--- src/rtl/da_fir_engine.sv ---
// Distributed-arithmetic FIR engine: keeps the tap delay line, walks it
// bit-serially LSB first, addresses the coefficient ROM with one bit-slice per
// cycle and shift-accumulates the returned partial sums into the output.
module da_fir_engine #(
  parameter int unsigned TAPS      = 7,
  parameter int unsigned DWIDTH    = 12,
  parameter int unsigned OPSIZE    = 12,
  parameter int unsigned ADDR_SIZE = 8,
  parameter int unsigned OUT_W     = OPSIZE + DWIDTH
) (
  input  logic                 i_clk,
  input  logic                 i_rst,
  input  logic                 i_valid,
  input  logic [DWIDTH-1:0]    i_sample,
  output logic                 o_ready,
  output logic                 o_rom_oe,
  output logic [ADDR_SIZE-1:0] o_rom_addr,
  input  logic [OPSIZE-1:0]    i_rom_data,
  output logic                 o_valid,
  output logic [OUT_W-1:0]     o_data,
  input  logic                 i_ready
);

  localparam int unsigned CNT_W = (DWIDTH > 1) ? $clog2(DWIDTH) : 1;

  typedef enum logic [1:0] {IDLE, CALC, DONE} state_t;

  state_t                         state_q, state_d;
  logic [TAPS-1:0][DWIDTH-1:0]    x_q, x_d;
  logic [OUT_W-1:0]               acc_q, acc_d;
  logic [CNT_W-1:0]               b_q, b_d;
  logic [OUT_W-1:0]               data_q, data_d;
  logic                           valid_q, valid_d;
  logic                           ready_q, ready_d;
  logic                           oe_q, oe_d;
  logic [ADDR_SIZE-1:0]           addr_q, addr_d;
  logic [OUT_W-1:0]               term_c;

  // Sign-extended ROM word weighted by the current bit position.
  always_comb begin
    term_c = {{(OUT_W-OPSIZE){i_rom_data[OPSIZE-1]}}, i_rom_data} << b_q;
  end

  // Next-state, datapath and registered-output decode.
  always_comb begin
    state_d = state_q;
    x_d     = x_q;
    acc_d   = acc_q;
    b_d     = b_q;
    data_d  = data_q;
    valid_d = 1'b0;
    ready_d = 1'b0;
    oe_d    = 1'b0;
    addr_d  = '0;

    case (state_q)
      IDLE: begin
        if (i_valid) begin
          for (int k = 1; k < int'(TAPS); k++) x_d[k] = x_q[k-1];
          x_d[0]  = i_sample;
          acc_d   = '0;
          b_d     = '0;
          state_d = CALC;
        end
      end
      CALC: begin
        if (b_q == CNT_W'(DWIDTH - 1)) begin
          // MSB carries negative weight in two's complement.
          acc_d   = acc_q - term_c;
          data_d  = acc_d;
          state_d = DONE;
        end else begin
          acc_d = acc_q + term_c;
          b_d   = b_q + CNT_W'(1);
        end
      end
      DONE: begin
        if (i_ready) state_d = IDLE;
      end
      default: state_d = IDLE;
    endcase

    // ROM address/enable are prepared one cycle ahead for the bit used next.
    ready_d = (state_d == IDLE);
    valid_d = (state_d == DONE);
    oe_d    = (state_d == CALC);
    if (state_d == CALC) begin
      for (int k = 0; k < int'(TAPS); k++) addr_d[k] = x_d[k][b_d];
    end
  end

  // State and datapath registers with asynchronous reset.
  always_ff @(posedge i_clk or posedge i_rst) begin
    if (i_rst) begin
      state_q <= IDLE;
      x_q     <= '0;
      acc_q   <= '0;
      b_q     <= '0;
      data_q  <= '0;
      valid_q <= 1'b0;
      ready_q <= 1'b1;
      oe_q    <= 1'b0;
      addr_q  <= '0;
    end else begin
      state_q <= state_d;
      x_q     <= x_d;
      acc_q   <= acc_d;
      b_q     <= b_d;
      data_q  <= data_d;
      valid_q <= valid_d;
      ready_q <= ready_d;
      oe_q    <= oe_d;
      addr_q  <= addr_d;
    end
  end

  assign o_ready    = ready_q;
  assign o_valid    = valid_q;
  assign o_data     = data_q;
  assign o_rom_oe   = oe_q;
  assign o_rom_addr = addr_q;

endmodule

--- config.mk ---
export PLATFORM = sky130hd
export DESIGN_NAME = da_fir_engine
export DESIGN_NICKNAME = d
export VERILOG_FILES = /design/src/rtl/da_fir_engine.sv
export SDC_FILE = /design/constraint.sdc
export NUM_CORES = 1
export LEC_CHECK = 0
export CORE_ASPECT_RATIO = 0.7
export CORE_UTILIZATION = 42
export DETAILED_ROUTE_END_ITERATION = 6
export PLACE_DENSITY_LB_ADDON = 0.05
export RECOVER_POWER = 50
export SYNTH_ARGS = -nofsm -noshare
export SYNTH_HDL_FRONTEND = slang
export SYNTH_SLANG_ARGS = --single-unit
export TNS_END_PERCENT = 30
--- constraint.sdc ---
create_clock -name i_clk -period 5.9 [get_ports i_clk]
set_input_delay 1.18 -clock i_clk [delete_from_list [all_inputs] [get_ports i_clk]]
set_output_delay 1.18 -clock i_clk [all_outputs]
set_load 0.02 [all_outputs]
== Yosys cells after proc, flatten, opt, wreduce, memory -nomap -nowiden ==
Cells that the tools add are included.
Word-level totals
  register bits after elaboration: 148
  logic and storage cells: 58
  output and inout bits: 35
  bits of input ports: 28
Operators by class
  reduce and logical (&&, ||, !) cells: 5
  magnitude comparators: 1
  add/sub/neg operators: 3
  mux-type cells: 27
  shift operators: 1
  eq/ne operators: 6
Operator list (number)
  two-way mux 84 bit: 2
  two-way mux 24 bit: 2
  one-hot mux 24 bit (2 select lines): 1
  binary-select mux 1 bit (select 4 bit): 7
  adder 24 bit: 1
  left shift 24 x 4 -> 24 bit: 1
  subtractor 24 bit: 1
  two-way mux 4 bit: 2
  one-hot mux 4 bit (2 select lines): 1
  two-way mux 1 bit: 7
  two-way mux 7 bit: 1
  two-way mux 2 bit: 3
  one-hot mux 2 bit (3 select lines): 1
  less-than comparator 4 x 5 -> 1 bit, second input constant: 1
  adder 4 x 1 -> 4 bit, second input constant: 1
  == test 2 x 1 -> 1 bit, second input constant: 2
  == test 2 bit, second input constant: 2
  == test 4 bit, second input constant: 1
  logical NOT 2 bit: 2
  AND reduction 2 bit: 2
  inequality test 2 bit, second input constant: 1
  nonzero test 2 bit: 1

== Depth between registers and ports, before layout ==
Gate-level depths: netlist (run 1).
  depth in word-level cells: 6
  gate-level depth with buffers: 17
  mapped depth without buffers: 15

== Worst setup path after synthesis (run 1) ==
Ideal clock, no wire load.
  path kind: input port to flip-flop
  start: input port i_rom_data[3]
  end: register acc_q[22]
  path slack: 1.896 ns
  data required time: 5.764 ns
  buffers on the path: 1
  data arrival time: 3.868 ns
  library setup time: 0.136 ns
  stages: 13
  cell sequence: mux4_2 -> mux2i_1 -> o22a_1 -> ha_1 -> buf_2 -> nor4_4 -> nand3_1 -> a2111oi_2 -> a2111oi_2 -> o21ai_1 -> o41a_1 -> mux2i_1 -> o211ai_1
On the way
  longest elaborated chain between the ends: 4
  elaborated cells between the ends (all ways): 5
  those cells by class: 2 x add/sub; 1 x shift; 2 x mux
RTL lines
  from (decl): line 18  | input logic [OPSIZE-1:0] i_rom_data,
  left shift 24 x 4 -> 24 bit *: line 41  | term_c = {{(OUT_W-OPSIZE){i_rom_data[OPSIZE-1]}}, i_rom_data} << b_q;
  adder 24 bit or subtractor 24 bit (tied branches): line 73, 69
  two-way mux 24 bit *: line 67  | if (b_q == CNT_W'(DWIDTH - 1)) begin
  one-hot mux 24 bit (2 select lines) *: line 56  | case (state_q)
  to (signal assigned): line 97  | acc_q <= '0;
  to (signal assigned): line 107  | acc_q <= acc_d;
  to (decl): line 30  | logic [OUT_W-1:0] acc_q, acc_d;
Every way passes the cells marked *; elsewhere a longest branch is shown, timed or not.
A chain may end at the register's enable or synchronous reset.

== Final worst setup path (run 1) ==
  start: input port i_rom_data[6]
  end: register acc_q[19]
The elaborated chain is that of the path after synthesis.

==> metrics, run 1 <==
status finished, violations left; failing checks max-capacitance violations, max-slew violations; vias per inst 5.431; HP Class flip-flop to flip-flop; post-synthesis mux area share 0.08573; Mean Syn Cell Area 8.443 sq um; I/O Pins 63; area occupied by multi-input gates 5515 sq um; Root Buffer clkbuf_16; post-synthesis cell count 1153; Bufs on Longest Clock Path 2; compound-gate portion of the synthesized area 0.1677; layout cells sized above 1 0.06957; Worst-Skew Late Latency 440 ps; Max-Slew Margin vs Limit -1.331; setup slack, reg-to-reg 1000 ps; Critical path origin i_rom_data[6]; Distinct cells, synth 71; synthesis-stage register bit count 148; DRC violations left 0; placer congestion estimate 1.007; largest net degree at the start of global routing 76; ys async rst share 1.000; clock sink total 148; DR vias 8173; Num CTS Buffers 17; r2r endpoint o_rom_addr[0]$_DFF_PP0_; kind of critical path input port to flip-flop; max-cap viol count 2; vias in the first global route 7520; Placeable Area 22680 sq um; CP endpoint kind flip-flop; 1st-iter DRT viols 745; FMAX 195.3 MHz; sequential share of the synthesized area 0.3806; top_reg_cell synth dfrtp_1; fin nets 1261; drt first pass iters 5; post-CTS setup buffers 0; TritonCTS clock tree done; post-synthesis xor/xnor area fraction 0.03239; Final ANT Viol Nets 0; starting density of the core 0.4293; fin crit period 5120 ps; largest family of logic cells by synthesized area simple AND/OR/NAND/NOR gates; register area 3705 sq um; die height 129.4 um; worst endpoint required time 6170 ps; H-tree Lvls 4; final hold vios 0; post-CTS sizing 0; worst r2r src b_q[0]$_DFF_PP0_; worst endpoint data arrival time 5390 ps; PortBufs 61; Synth Net Count 1233; cell count of the worst reg-to-reg path 10; CP Max Fanout 9; Final setup viols 0; fraction of the mapped netlist area in simple logic gates 0.2126; # rows 46; Area Overhead vs Synth 14.04%; Syn. warnings 0; critical path endpoint acc_q[19]$_DFFE_PP0P_; Die W 184.0 um; Worst-path clk slew 60 ps; first-pass GRT wire length 44050 um; # fillers 2261; setup TNS 0 ps; RSZ-0062 raised after global routing false; hold_buf cts 0; GR Overflow Total 0; Post-synth EDFFs 0; die area 23800 sq um; diodes inserted 0; gr usage total 0.2431; Tcrit/Tclk final 0.8678; actual slew at the worst max-slew pin 3478 ps; cell area after synthesis 9734 sq um; Adder-Cell Fraction of Synth Area 0.06838; Post-Route WL 27400 um; wire per inst 18.20 um; Clock Skews 16.50 ps; post-DP HPWL 19620 um; initial antenna violation count 0; crit path launch type input port; Max Slew Vio Count 127
placed cells by master, fill, tap and decap left out, types with 17 or more instances in the layout:
master,n
nand2_1,323
nand2b_1,39
a21o_1,20
nor2_1,47
xnor2_1,32
clkdlybuf4s50_1,59
dfrtp_1,147
o21ai_0,56
clkbuf_16,17
a21oi_1,65
inv_1,43
ha_1,50
mux2i_1,71
synthesized netlist by cell type (10+ instances only):
cell type / number / area (sq um)
a21o_1: 20 / 150.1
a21oi_1: 65 / 325.3
a31oi_1: 13 / 81.33
buf_2: 16 / 80.08
clkbuf_1: 32 / 120.1
dfrtp_1: 147 / 3679
ha_1: 50 / 625.6
inv_1: 44 / 165.2
mux2i_1: 71 / 710.7
nand2_1: 323 / 1212
nand2b_1: 39 / 244.0
nand3_1: 10 / 50.05
nor2_1: 47 / 176.4
nor2b_1: 11 / 68.82
o21a_1: 11 / 82.58
o21ai_0: 56 / 280.3
xnor2_1: 32 / 280.3
final cells by class:
| type | instances | area share |
|---|---|---|
| multi-input combinational | 890 | 0.4968 |
| sequential | 148 | 0.3337 |
| clock inverter | 10 | 0.01116 |
| tap | 312 | 0.03517 |
| timing repair buffer | 76 | 0.06436 |
| inverter | 48 | 0.01634 |
| clock buffer | 21 | 0.04238 |
worst max-delay path, cell delays in order:
cell and delay, ps:
clkdlybuf4s50_1 510, mux4_2 570, nand2_1 100, o21ai_0 190
nor2_1 250, a21o_1 200, ha_1 380, nor4_4 330
nand3_1 170, a211oi_1 530, o31ai_1 140, a31oi_1 360
mux2i_1 160, xnor2_1 220, o21ai_0 100
worst min-delay path by stage:
stage,from,slack [ps],cells after the start,to
after floorplan,x_q[72]$_DFF_PP0_,440,2,x_q[72]$_DFF_PP0_
after global placement,x_q[79]$_DFF_PP0_,450,2,x_q[79]$_DFF_PP0_
after detailed placement,x_q[75]$_DFF_PP0_,460,2,x_q[75]$_DFF_PP0_
after CTS,x_q[75]$_DFF_PP0_,480,2,x_q[75]$_DFF_PP0_
after global routing,x_q[79]$_DFF_PP0_,490,2,x_q[79]$_DFF_PP0_
final,x_q[83]$_DFF_PP0_,470,2,x_q[83]$_DFF_PP0_
logic make-up (layout without fill, tap and decap cells):
kind of cell | count (synthesis) | in the layout
mux | 78 | 78
flops | 148 | 148
other cells | 1 | 1
fa+ha+maj | 52 | 52
xor+xnor | 36 | 36
buf+inv | 115 | 155
simple gates | 475 | 475
compound gates | 248 | 248
stage by stage:
stage          cell area [sq um]  worst slack, ps  cells  hold WS [ps]  utilization
2_1_floorplan               9734            742.0   1153         440.1            -
3_3_place_gp               10540            369.2   1474         453.6       0.4650
3_5_place_dp               10540            498.1   1474         460.6       0.4650
4_1_cts                    11140            948.1   1505         478.0       0.4912
5_1_grt                    11100            547.9   1505         490.7       0.4895
6_report                   11100            779.7   1505         474.5       0.4895
registers in the layout, summed over array words and instances (netlist names):
name	count
x_q	84
acc_q	24
o_data	24
o_rom_addr	7
b_q	4
state_q	2
o_ready	1
o_rom_oe	1
o_valid	1
layer usage:
layer  up-vias  track usage  part of all wire
met4         0      0.05441             0.010
met2       248       0.3010              0.37
li1       3969            -                 -
met5         -            0                 0
met3        23      0.05031             0.060
met1      3933       0.4093              0.56
Power of run 1 is left out: the tool's default activity adds up to more than one toggle a clock period on the data nets, which glitch-free logic cannot reach.
==> inputs of run 2 (changes only) <==
TNS_END_PERCENT = 1   (was 30)
==> results of run 2 <==
The final DEF is identical to that of run 1; final timing and power are the same.
Power of run 2 is left out for the same reason.
